--- src/rtl/pooling_controller_if.sv ---
// Handshake and memory-bus bundle for the 2x2 average-pooling controller.
// The master side is the controller; the slave side is the memory/host environment.
interface pooling_controller_if #(
    parameter int ADDR_W = 10
);
    logic                     start;
    logic                     rd_en;
    logic [ADDR_W-1:0]        rd_addr;
    logic signed [15:0]       rd_data;
    logic                     wr_en;
    logic [ADDR_W-1:0]        wr_addr;
    logic [13:0]              wr_data;
    logic                     busy;
    logic                     finish;

    modport master (
        input  start, rd_data,
        output rd_en, rd_addr, wr_en, wr_addr, wr_data, busy, finish
    );

    modport slave (
        output start, rd_data,
        input  rd_en, rd_addr, wr_en, wr_addr, wr_data, busy, finish
    );
endinterface

--- src/rtl/pooling_controller.sv ---
// 2x2 average pooling over an N x N signed feature map: four reads per window,
// one capture cycle for the late read data, then one write of the averaged pixel.
module pooling_controller #(
    parameter int N      = 28,
    parameter int ADDR_W = 10
) (
    input  logic                 clk,
    input  logic                 rst,
    pooling_controller_if.master bus
);
    localparam int                HALF = N / 2;
    localparam logic [ADDR_W-1:0] NW   = ADDR_W'(N);
    localparam logic [ADDR_W-1:0] HW   = ADDR_W'(HALF);
    localparam logic [ADDR_W-1:0] LAST = ADDR_W'(HALF - 1);

    typedef enum logic [2:0] {IDLE, RD, TAIL, WR, DONE} state_t;

    state_t             state_q, state_d;
    logic [ADDR_W-1:0]  r_q, r_d, c_q, c_d;
    logic [1:0]         k_q, k_d;
    logic signed [17:0] acc_q, acc_d;
    logic [ADDR_W-1:0]  rd_addr_q, rd_addr_d;
    logic [ADDR_W-1:0]  wr_addr_q, wr_addr_d;
    logic [13:0]        wr_data_q, wr_data_d;

    logic [ADDR_W-1:0]  row, col, rd_addr_now, wr_addr_now;
    logic signed [17:0] avg;
    logic signed [17:0] pix;

    always_comb begin
        row         = (r_q << 1) + ADDR_W'(k_q[1]);
        col         = (c_q << 1) + ADDR_W'(k_q[0]);
        rd_addr_now = row * NW + col;
        wr_addr_now = r_q * HW + c_q;
        avg         = acc_q >>> 2;
        pix         = {{2{bus.rd_data[15]}}, bus.rd_data};
    end

    always_comb begin
        state_d   = state_q;
        r_d       = r_q;
        c_d       = c_q;
        k_d       = k_q;
        acc_d     = acc_q;
        rd_addr_d = rd_addr_q;
        wr_addr_d = wr_addr_q;
        wr_data_d = wr_data_q;
        case (state_q)
            IDLE: begin
                if (bus.start) begin
                    state_d = RD;
                    r_d     = '0;
                    c_d     = '0;
                    k_d     = '0;
                    acc_d   = '0;
                end
            end
            RD: begin
                rd_addr_d = rd_addr_now;
                // data for the previous read lands now; k=0 has nothing pending
                if (k_q != 2'd0) acc_d = acc_q + pix;
                k_d = k_q + 2'd1;
                if (k_q == 2'd3) state_d = TAIL;
            end
            TAIL: begin
                acc_d   = acc_q + pix;
                state_d = WR;
            end
            WR: begin
                wr_addr_d = wr_addr_now;
                wr_data_d = avg[13:0];
                acc_d     = '0;
                k_d       = '0;
                if (c_q < LAST) begin
                    c_d     = c_q + 1'b1;
                    state_d = RD;
                end else if (r_q < LAST) begin
                    c_d     = '0;
                    r_d     = r_q + 1'b1;
                    state_d = RD;
                end else begin
                    state_d = DONE;
                end
            end
            DONE:    state_d = IDLE;
            default: state_d = IDLE;
        endcase
    end

    always_ff @(posedge clk) begin
        if (rst) begin
            state_q   <= IDLE;
            r_q       <= '0;
            c_q       <= '0;
            k_q       <= '0;
            acc_q     <= '0;
            rd_addr_q <= '0;
            wr_addr_q <= '0;
            wr_data_q <= '0;
        end else begin
            state_q   <= state_d;
            r_q       <= r_d;
            c_q       <= c_d;
            k_q       <= k_d;
            acc_q     <= acc_d;
            rd_addr_q <= rd_addr_d;
            wr_addr_q <= wr_addr_d;
            wr_data_q <= wr_data_d;
        end
    end

    // Strobed outputs are live in their state and hold the last issued value otherwise.
    assign bus.rd_en   = (state_q == RD);
    assign bus.rd_addr = bus.rd_en ? rd_addr_now : rd_addr_q;
    assign bus.wr_en   = (state_q == WR);
    assign bus.wr_addr = bus.wr_en ? wr_addr_now : wr_addr_q;
    assign bus.wr_data = bus.wr_en ? avg[13:0] : wr_data_q;
    assign bus.busy    = (state_q != IDLE);
    assign bus.finish  = (state_q == DONE);
endmodule

--- src/flat_wrapper.sv ---
// flat-port wrapper written by rule: the top's interface ports become plain ports
module pooling_controller_flat 
#(
    parameter int N      = 28,
    parameter int ADDR_W = 10
)
  (clk, rst, bus_start, bus_rd_data, bus_rd_en, bus_rd_addr, bus_wr_en, bus_wr_addr, bus_wr_data, bus_busy, bus_finish);
  pooling_controller_if #(.ADDR_W(ADDR_W)) bus_i ();
  input  logic clk;
  input  logic rst;
  input wire logic [$bits(bus_i.start)-1:0] bus_start;
  input wire logic [$bits(bus_i.rd_data)-1:0] bus_rd_data;
  output wire logic [$bits(bus_i.rd_en)-1:0] bus_rd_en;
  output wire logic [$bits(bus_i.rd_addr)-1:0] bus_rd_addr;
  output wire logic [$bits(bus_i.wr_en)-1:0] bus_wr_en;
  output wire logic [$bits(bus_i.wr_addr)-1:0] bus_wr_addr;
  output wire logic [$bits(bus_i.wr_data)-1:0] bus_wr_data;
  output wire logic [$bits(bus_i.busy)-1:0] bus_busy;
  output wire logic [$bits(bus_i.finish)-1:0] bus_finish;
  assign bus_i.start = bus_start;
  assign bus_i.rd_data = bus_rd_data;
  assign bus_rd_en = bus_i.rd_en;
  assign bus_rd_addr = bus_i.rd_addr;
  assign bus_wr_en = bus_i.wr_en;
  assign bus_wr_addr = bus_i.wr_addr;
  assign bus_wr_data = bus_i.wr_data;
  assign bus_busy = bus_i.busy;
  assign bus_finish = bus_i.finish;
  pooling_controller #(.N(N), .ADDR_W(ADDR_W)) u_core (.clk(clk), .rst(rst), .bus(bus_i));
endmodule
--- config.mk ---
export PLATFORM = sky130hd
export DESIGN_NAME = pooling_controller_flat
export DESIGN_NICKNAME = d
export VERILOG_FILES = /design/src/rtl/pooling_controller_if.sv /design/src/rtl/pooling_controller.sv /design/src/flat_wrapper.sv
export SDC_FILE = /design/constraint.sdc
export NUM_CORES = 1
export LEC_CHECK = 0
export ABC_AREA = 1
export CAP_MARGIN = 20
export CORE_MARGIN = 3
export CORE_UTILIZATION = 55
export DETAILED_ROUTE_END_ITERATION = 16
export PLACE_DENSITY = 0.77
export SYNTH_ARGS = -nofsm -noshare
export SYNTH_HDL_FRONTEND = slang
export SYNTH_SLANG_ARGS = --single-unit
--- constraint.sdc ---
create_clock -name clk -period 5.1 [get_ports clk]
set_input_delay 1.53 -clock clk [delete_from_list [all_inputs] [get_ports clk]]
set_output_delay 1.53 -clock clk [all_outputs]
set_load 0.02 [all_outputs]
==> results of run 1 <==
-- routing by layer --
metal  vias up  global-route usage (%)
met2       113                    40.3
met5         -                       0
met1      2385                    31.3
met3        14                    3.76
li1       2674                       -
met4         0                    6.20
-- report_power, final --
part	switching, mW	internal [mW]	total (mW)
sequential	0.0333	0.637	0.670
clock	0.244	0.295	0.539
combinational	0.439	0.282	0.721
-- what timing repair did --
| action | CTS | global route |
|---|---|---|
| pin swaps | 0 | 3 |
| gates resized for setup | 15 | 19 |
| gates cloned | 0 | 0 |
| setup buffers | 0 | 1 |
| endpoints found under the setup margin | 10 | 10 |
-- cell families after synthesis --
kind of cell,after synthesis
AND/OR/NAND/NOR,394
buffers and inverters,140
AO/OA/AOI/OAI,103
flip-flops,75
adder cells (fa/ha/maj),68
XOR/XNOR,25
-- worst max-delay path: cells and delay by family (launching register included) --
kind | cells | cell delay (ps)
fa+ha+maj | 4 | 1600
buf+inv | 4 | 540
flops | 1 | 360
simple gates | 4 | 340
xor+xnor | 1 | 210
-- synthesized netlist by cell type, drive strengths merged --
library cell / number
nand3b: 9
xor2: 12
or2: 31
o21ai: 26
nand2: 212
nor2b: 1
a22oi: 2
clkbuf: 14
nand4: 11
xnor2: 13
inv: 120
a21oi: 65
nor3: 10
nand3: 53
o2111ai: 1
buf: 6
a211oi: 6
a31o: 1
nor2: 67
ha: 56
fa: 12
dfxtp: 75
a21o: 2
-- cells in the final DEF (no fill, tap or decap), types with 11 or more instances in the layout --
cell type	count
a21oi_1	55
buf_4	15
clkdlybuf4s50_1	45
dfxtp_1	72
fa_1	11
ha_1	55
inv_1	119
nand2_1	210
nand3_1	47
nand4_1	11
nor2_1	64
o21ai_0	26
or2_2	31
xnor2_1	13
xor2_1	12
-- registers in the layout, indices dropped and copies added, names as in the netlist --
register / cells
u_core.k_q: 2
u_core.r_q: 10
u_core.wr_data_q: 14
u_core.wr_addr_q: 10
u_core.state_q: 3
u_core.rd_addr_q: 10
u_core.c_q: 10
u_core.acc_q: 16
-- worst paths after layout --
kind | start | endpoint | slack [ps] | cells after the start
setup reg to reg | u_core.r_q[0] | u_core.wr_addr_q[9] | 2120 | 16
hold / removal | u_core.r_q[9] | u_core.r_q[9] | 450 | 2
hold reg to reg | u_core.r_q[9] | u_core.r_q[9] | 450 | 2
setup / recovery | u_core.r_q[0] | bus_wr_addr[6] | 150 | 13
-- cell type report --
type                       instances  area, um^2  share of cell area (%)
clock buffer                      10         138                    2.11
clock inverter                     6        97.6                    1.50
inverter                         120         450                    6.92
multi-input combinational        590        3510                    53.9
sequential                        75        1510                    23.2
tap                              129         161                    2.48
timing repair buffer              71         646                    9.92
-- metrics by stage --
step / instances / power (mW) / instance area (um^2) / utilization, % / hold WS [ps]
final: 1001 / 1.93 / 6510 / 68.5 / 453
after global routing: 1001 / 2.05 / 6510 / 68.5 / 479
after CTS: 1000 / 1.94 / 6510 / 68.5 / 460
after detailed placement: 984 / 1.40 / 6270 / 66.0 / 449
after global placement: 984 / 1.38 / 6270 / 66.0 / 436
after floorplan: 805 / 1.17 / 5530 / - / 424
==> results.ini, run 1 <==
[pwr]
peakVddDrop_uv = 152
p_leak_nw = 3.48
p_per_area_nw_per_um2 = 297

[drt]
top_layer_used = met4
avgRoutedWirePerCell_um = 12.9
drt-total-wl_um = 12900
met1_length_um = 6000
met3WireLength_um = 682
final_antenna_net_count = 0
dr.pass1.iters = 5
vias = 5186
drt-initial-drc-count = 245
wl_met2_um = 6100
drc = 0
viasPerCell = 5.18

[cts]
hold_buffers = 0
clk_pin_slew_worst_paths_ps = 90
clockBufferDepth = 2
root_buffer = clkbuf_8
tritoncts = done
htreeDepth = 3
cts_buffers = 9
clkLatencyLatePin_ps = 360
clock_sinks = 75

[logic_synthesis]
synth_compound_area_share_pct = 10.5
synth.top_cell.area_share_pct = 27.1
synth.largest_area_cell = dfxtp_1
synth_top_family_by_area = simple AND/OR/NAND/NOR gates
synthCells = 805
synth_cell_types = 32
synthAdderAreaFrac_pct = 17.0
synthTopCellsByArea = dfxtp_1, nand2_1, ha_1
synth_xor_area_share_pct = 3.96
syn_avg_cell_area_um2 = 6.87
synth.cell_area_um2 = 5530
synth_mux_area_share_pct = 0
synthSimpleGateAreaFrac_pct = 31.7
yosysSeqAreaShare_pct = 27.1
ys_seq_elements = 75
syn_nets = 892
yosysWarnings = 0

[sta]
finalCritPeriodShare_pct = 97.1
skew_ps = 12.8
final_max_slew_viol_count = 0
slew_headroom_pct = 43.9
period_needed_ps = 4950
rsz0062_at_grt = yes
max_freq_ghz = 0.202
tightest_slew_ps = 841
hold_viol = 0
fin_ws_ps = 149
setup_tns_ps = 0
setup_viol = 0

[global_routing]
grt_overflow_total = 0
track_usage_pct = 23.7
grt_max_degree = 43
grt_pass1_vias = 4932
grt_pass1_wl_um = 22300
antenna_found_initial = 0

[critical_path]
arrival_ps = 3420
critPathCaptureType = output port
criticalPathCategory = reg -> out
cpPeakStageDelay_ps = 580
crit_chain = fa_1 -> ha_1 -> inv_1 -> fa_2 -> inv_1 -> ha_1 -> buf_4 -> nand3_1 -> nand2_1 -> xor2_1 -> nand2_1 -> nand2_1 -> clkdlybuf4s15_1
cp_slowest_cell = fa_1
worstSetupStartpointType = register
critPathMaxFanout = 4
cp_common_cell = nand2_1
cp_data_required_time_ps = 3570

[min_path]
hp-class = reg -> reg

[die]
die_area_um2 = 11300
fp.dieH_um = 106
core_region_area_um2 = 9500
die_w_um = 106
rows = 35
pin_count = 57
start_util_pct = 58.2

[place]
io_buffers = 56
hpwl_um = 9720
place.gp.congestion = 0.858
dpl_worst_slack_ps = 29.3

[layout]
drive_above_1_share_pct = 11.1
fillCellCount = 837
area.growth.synth_to_final_pct = 17.6
fin_nets = 954
diodes = 0

[status]
outcome = finished clean

[run]
timing.max_cap.violations = 0

(Power assumes the default switching activity.)
==> run 2: changes to the inputs <==
--- a/config.mk
+++ b/config.mk
@@ -7,7 +7,6 @@
 export LEC_CHECK = 0
 export ABC_AREA = 1
 export CAP_MARGIN = 20
-export CORE_MARGIN = 3
 export CORE_UTILIZATION = 55
 export DETAILED_ROUTE_END_ITERATION = 16
 export PLACE_DENSITY = 0.77
==> results.ini, run 2 (synthesized netlist as in run 1, its figures left out) <==
[global_routing]
antenna_found_initial = 0  ; unchanged
grt_pass1_wl_um = 21700  ; was 22300 um
grt_overflow_total = 0  ; unchanged
track_usage_pct = 26.6  ; was 23.7%
grt_pass1_vias = 5033  ; was 4932
grt_max_degree = 47  ; was 43

[die]
core_region_area_um2 = 9770  ; was 9500 um^2
die_w_um = 102  ; was 106 um
die_area_um2 = 10500  ; was 11300 um^2
start_util_pct = 56.6  ; was 58.2%
fp.dieH_um = 102  ; was 106 um
rows = 36  ; was 35
pin_count = 57  ; unchanged

[pwr]
totalPowerFinal_mw = 1.91  ; was 1.93 mW
p_leak_nw = 3.45  ; was 3.48 nW
peakVddDrop_uv = 196  ; was 152 uV
p_per_area_nw_per_um2 = 291  ; was 297 nW/um^2

[cts]
clk_pin_slew_worst_paths_ps = 80  ; was 90 ps
root_buffer = clkbuf_8  ; unchanged
clockBufferDepth = 2  ; unchanged
htreeDepth = 3  ; unchanged
cts_buffers = 9  ; unchanged
clock_sinks = 75  ; unchanged
hold_buffers = 0  ; unchanged
tritoncts = done  ; unchanged
clkLatencyLatePin_ps = 370  ; was 360 ps

[place]
hpwl_um = 9630  ; was 9720 um
place.gp.congestion = 0.910  ; was 0.858
dpl_worst_slack_ps = 76.3  ; was 29.3 ps
io_buffers = 56  ; unchanged
place_inst = 986  ; was 984
post_dp_cell_area_um2 = 6260  ; was 6270 um^2

[sta]
setup_viol = 0  ; unchanged
fin_ws_ps = 82.8  ; was 149 ps
period_needed_ps = 5020  ; was 4950 ps
skew_ps = 8.59  ; was 12.8 ps
hold_viol = 0  ; unchanged
tightest_slew_ps = 914  ; was 841 ps
finalCritPeriodShare_pct = 98.4  ; was 97.1%
rsz0062_at_grt = yes  ; unchanged
holdWs_ps = 455  ; was 453 ps
final_max_slew_viol_count = 0  ; unchanged
setup_tns_ps = 0  ; unchanged
max_freq_ghz = 0.199  ; was 0.202 GHz
slew_headroom_pct = 39.1  ; was 43.9%

[critical_path]
criticalPathCategory = reg -> out  ; unchanged
arrival_ps = 3490  ; was 3420 ps
cp_data_required_time_ps = 3570  ; about the same
critPathCaptureType = output port  ; unchanged
r2r_slack_ps = 2100  ; was 2120 ps
critPathMaxFanout = 5  ; was 4
worstSetupStartpointType = register  ; unchanged

[drt]
vias = 5220  ; was 5186
drt-initial-drc-count = 250  ; was 245
viasPerCell = 5.20  ; was 5.18
drt-total-wl_um = 13100  ; was 12900 um
avgRoutedWirePerCell_um = 13.0  ; was 12.9 um
final_antenna_net_count = 0  ; unchanged
dr.pass1.iters = 5  ; unchanged
drc = 0  ; unchanged

[layout]
drive_above_1_share_pct = 12.2  ; was 11.1%
top_regs = u_core.acc_q: 16 flops, u_core.wr_data_q: 14 flops  ; unchanged
instances_no_fill = 1004  ; was 1001
layout_common_cells = nand2_1, inv_1, dfxtp_1, nor2_1, a21oi_1  ; was nand2_1, inv_1, dfxtp_1, nor2_1
mostFrequentLayoutCell = nand2_1  ; unchanged
largest_reg_flops = 16  ; unchanged
area.growth.synth_to_final_pct = 18.4  ; was 17.6%
diodes = 0  ; unchanged
final_util_pct = 67.0  ; was 68.5%
fin_nets = 953  ; was 954
largest-register = u_core.acc_q  ; unchanged
final_cell_area_um2 = 6550  ; was 6510 um^2

[min_path]
hp-class = reg -> reg  ; unchanged

[run]
timing.max_cap.violations = 0  ; unchanged

[status]
outcome = finished clean  ; unchanged

==> run 2: cell types whose count changed in the layout (fill, tap and decap cells not counted), moves of 2 or more <==
| cell | previous run | this run |
|---|---|---|
| dlygate4sd2_1 | 0 | 2 |
| ha_1 | 55 | 49 |
| clkinvlp_4 | 0 | 2 |
| a21oi_1 | 55 | 52 |
| ha_4 | 0 | 3 |
| ha_2 | 1 | 4 |
| a21oi_2 | 9 | 12 |
| clkinv_4 | 3 | 0 |
==> run 2: layer usage <==
layer  vias to the layer above  track usage [%]  wire length (um)
met3                        37             5.88               514
met2                       133             48.2              6490
met4                         0             12.5               418
met1                      2380             29.4              5660
met5                         -                0                 0
li1                       2670                -                 -
==> run 2: final cells by class <==
| type | count | area, um^2 |
|---|---|---|
| Clock buffer | 10 | 128 |
| Clock inverter | 6 | 88.8 |
| Fill cell | 829 | 3220 |
| Inverter | 120 | 450 |
| Multi-Input combinational cell | 590 | 3570 |
| Sequential cell | 75 | 1510 |
| Tap cell | 133 | 166 |
| Timing Repair Buffer | 70 | 641 |
==> run 2: final timing paths <==
| kind | start | end | depth (start not counted) |
|---|---|---|---|
| setup / recovery | u_core.r_q[0] | bus_wr_addr[7] | 14 |
| hold / removal | u_core.r_q[9] | u_core.r_q[9] | 2 |
| setup reg to reg | u_core.r_q[0] | u_core.wr_addr_q[9] | 17 |
| hold reg to reg | u_core.r_q[9] | u_core.r_q[9] | 2 |
==> run 2: what timing repair did <==
action / in CTS / in global routing
pin swaps: 0 / 5
gates resized for setup: 12 / 31
buffers inserted: 0 / 2
setup endpoints to repair: 9 / 10
==> run 2: power by group <==
part           switching (mW)  internal (mW)  total, mW  leakage [nW]
Clock                   0.243          0.277      0.520         0.103
Sequential             0.0322          0.636      0.668         0.609
Combinational           0.439          0.282      0.720          2.74
Total                   0.714           1.19       1.91          3.45
==> run 2: critical path, stage by stage, from the launching register on <==
cell and delay, ps:
dfxtp_4 370, fa_1 570, ha_2 180, inv_1 60, fa_2 520, inv_1 50
ha_2 380, nand3_1 150, a21oi_2 180, nor2_1 50, nand2_1 60, nand3_1 90
o21ai_2 100, inv_1 50, dlygate4sd2_1 320
==> run 3: changes to the inputs <==
--- a/config.mk
+++ b/config.mk
@@ -5,7 +5,7 @@
 export SDC_FILE = /design/constraint.sdc
 export NUM_CORES = 1
 export LEC_CHECK = 0
-export ABC_AREA = 1
+export ABC_AREA = 0
 export CAP_MARGIN = 20
 export CORE_UTILIZATION = 55
 export DETAILED_ROUTE_END_ITERATION = 16
==> results.ini, run 3 <==
[status]
outcome = finished, violations left  ; was finished clean
failed_checks = negative setup slack

[critical_path]
critPathMaxFanout = 4  ; was 5
critPathCaptureType = output port  ; unchanged
criticalPathCategory = reg -> out  ; unchanged
worstSetupStartpointType = register  ; unchanged
arrival_ps = 3600  ; was 3490 ps
cp_data_required_time_ps = 3570  ; about the same

[sta]
period_needed_ps = 5130  ; was 5020 ps
fin_ws_ps = -27.7  ; was 82.8 ps
hold_viol = 0  ; unchanged
final_max_slew_viol_count = 0  ; unchanged
rsz0062_at_grt = yes  ; unchanged
max_freq_ghz = 0.195  ; was 0.199 GHz
tightest_slew_ps = 949  ; was 914 ps
skew_ps = 12.0  ; was 8.59 ps
setup_viol = 1  ; was 0
finalCritPeriodShare_pct = 101  ; was 98.4%
slew_headroom_pct = 36.4  ; was 39.1%

[place]
place.gp.congestion = 0.913  ; was 0.910
io_buffers = 56  ; unchanged
post_dp_cell_area_um2 = 5730  ; was 6260 um^2
dpl_worst_slack_ps = -103  ; was 76.3 ps
hpwl_um = 8410  ; was 9630 um

[global_routing]
track_usage_pct = 24.4  ; was 26.6%
grt_pass1_vias = 3973  ; was 5033
grt_pass1_wl_um = 18800  ; was 21700 um
grt_max_degree = 30  ; was 47
antenna_found_initial = 1  ; was 0
grt_overflow_total = 0  ; unchanged

[pwr]
p_sw_share_pct = 26.5  ; was 37.4%
p_sw_mw = 0.291  ; was 0.714 mW
peakVddDrop_uv = 129  ; was 196 uV
p_int_mw = 0.808  ; was 1.19 mW
comb_power_share_pct = 10.2  ; was 37.7%
p_leak_nw = 2.68  ; was 3.45 nW
pwr-share-seq_pct = 54.1  ; was 35.0%
p_per_area_nw_per_um2 = 184  ; was 291 nW/um^2
clockPowerShare_pct = 35.7  ; was 27.2%

[die]
fp.dieH_um = 96.8  ; was 102 um
die_area_um2 = 9370  ; was 10500 um^2
die_w_um = 96.8  ; was 102 um
pin_count = 57  ; unchanged
start_util_pct = 56.7  ; was 56.6%
core_region_area_um2 = 8720  ; was 9770 um^2
rows = 34  ; was 36

[logic_synthesis]
ys_seq_elements = 75  ; unchanged
synth_cell_types = 57  ; was 32
synth.most_common_cell = nand2_1  ; unchanged
syn_nets = 663  ; was 892
yosysSeqAreaShare_pct = 30.4  ; was 27.1%
synth_ff_type = dfxtp_1  ; unchanged
synthArstFlopShare_pct = 0  ; unchanged
synthCells = 576  ; was 805
synth.largest_area_cell = dfxtp_1  ; unchanged
synth.cell_area_um2 = 4940  ; was 5530 um^2
synth-edff-count = 0  ; unchanged
synthTopCellsByArea = dfxtp_1, ha_1, nand2_1  ; was dfxtp_1, nand2_1, ha_1
synth.top_cell.area_share_pct = 30.4  ; was 27.1%
yosysWarnings = 0  ; unchanged
synthTopCellsByCount = nand2_1, dfxtp_1, ha_1  ; was nand2_1, inv_1, dfxtp_1
syn_avg_cell_area_um2 = 8.58  ; was 6.87 um^2

[layout]
top_regs = u_core.acc_q: 16 flops, u_core.wr_data_q: 14 flops  ; unchanged
fillCellCount = 693  ; was 829
fin_nets = 738  ; was 953
final_cell_area_um2 = 5980  ; was 6550 um^2
largest-register = u_core.acc_q  ; unchanged
seq_area_um2 = 1510  ; about the same
mostFrequentLayoutCell = nand2_1  ; unchanged
drive_above_1_share_pct = 13.6  ; was 12.2%
area.growth.synth_to_final_pct = 21.0  ; was 18.4%
largest_reg_flops = 16  ; unchanged
layout_common_cells = nand2_1, dfxtp_1, ha_1, clkdlybuf4s50_1, nor2_1  ; was nand2_1, inv_1, dfxtp_1, nor2_1, a21oi_1
diodes = 0  ; unchanged
final_util_pct = 68.6  ; was 67.0%
multi_input_area_um2 = 3330  ; was 3570 um^2

[run]
timing.max_cap.violations = 0  ; unchanged

[cts]
clockBufferDepth = 2  ; unchanged
root_buffer = clkbuf_8  ; unchanged
clk_pin_slew_worst_paths_ps = 70  ; was 80 ps
cts_buffers = 9  ; unchanged
clkLatencyLatePin_ps = 350  ; was 370 ps
hold_buffers = 0  ; unchanged
clock_sinks = 75  ; unchanged
tritoncts = done  ; unchanged
htreeDepth = 3  ; unchanged

[drt]
drt-total-wl_um = 11300  ; was 13100 um
dr.pass1.iters = 5  ; unchanged
avgRoutedWirePerCell_um = 14.9  ; was 13.0 um
viasPerCell = 5.59  ; was 5.20
final_antenna_net_count = 0  ; unchanged
drt-initial-drc-count = 212  ; was 250
drc = 0  ; unchanged
vias = 4259  ; was 5220

[min_path]
hp-class = reg -> reg  ; unchanged

-- run 3: area by class of cell --
type,instances,area share [%]
multi-input combinational,455,55.8
clock inverter,5,0.544
inverter,29,1.86
tap,108,2.26
clock buffer,9,2.07
sequential,75,25.2
timing repair buffer,81,12.3
-- run 3: power groups by stage --
stage	Sequential, mW	Clock, mW	Combinational, mW
after CTS	0.595	0.402	0.112
final	0.595	0.392	0.112
after global placement	0.609	0	0.108
after floorplan	0.608	0	0.0740
after detailed placement	0.609	0	0.111
after global routing	0.595	0.420	0.123
-- run 3: kinds of logic (layout without fill, tap and decap cells) --
kind of cell	count (synthesis)	count (layout)	share of synthesized area [%]
AOI/OAI and AO/OA	126	126	16.6
muxes	10	10	2.25
DFF	75	75	30.4
adders and majority gates	68	68	19.0
xor gates and xnor gates	43	43	7.62
and+or+nand+nor	208	208	20.3
buffers and inverters	46	124	3.77
-- run 3: worst max-delay path, stage by stage, from the launching register on --
cell and delay, ps:
dfxtp_4 370, fa_1 580, ha_2 200, inv_2 40, fa_1 510, inv_2 50, ha_4 230, inv_4 60
nor2_4 30, or3_4 400, a21oi_4 170, o21ai_2 100, xnor2_2 170, a21oi_2 180, buf_4 160
-- run 3: what timing repair did --
item / 4_1_cts / 5_1_grt
gates resized for setup: 28 / 35
buffers inserted: 0 / 2
pin swaps: 1 / 14
endpoints found under the setup margin: 9 / 9
hold endpoints to repair: 0 / 0
-- run 3: layer usage --
layer	wire length, um	track usage, %	vias to the layer above
li1	-	-	2122
met1	5380	32.6	2009
met2	5310	40.1	101
met3	412	4.26	25
met4	209	8.04	2
met5	13	0	-
-- run 3: path summary, 6_finish.rpt --
| kind | start | endpoint | slack [ps] | cells past startpoint |
|---|---|---|---|---|
| max reg2reg | u_core.r_q[1] | u_core.wr_addr_q[9] | 1740 | 14 |
| min reg2reg | u_core.r_q[9] | u_core.r_q[9] | 490 | 2 |
| max | u_core.r_q[1] | bus_wr_addr[9] | -30 | 14 |
| min | u_core.r_q[9] | u_core.r_q[9] | 490 | 2 |
-- run 3: metrics by stage --
stage	TNS (ps)	instances	hold WS (ps)	total power [mW]
final	-27.7	762	486	1.10
after global routing	-243	762	518	1.14
after CTS	-138	760	490	1.11
after detailed placement	-183	746	472	0.720
after global placement	-19.2	746	453	0.717
after floorplan	0	576	438	0.682
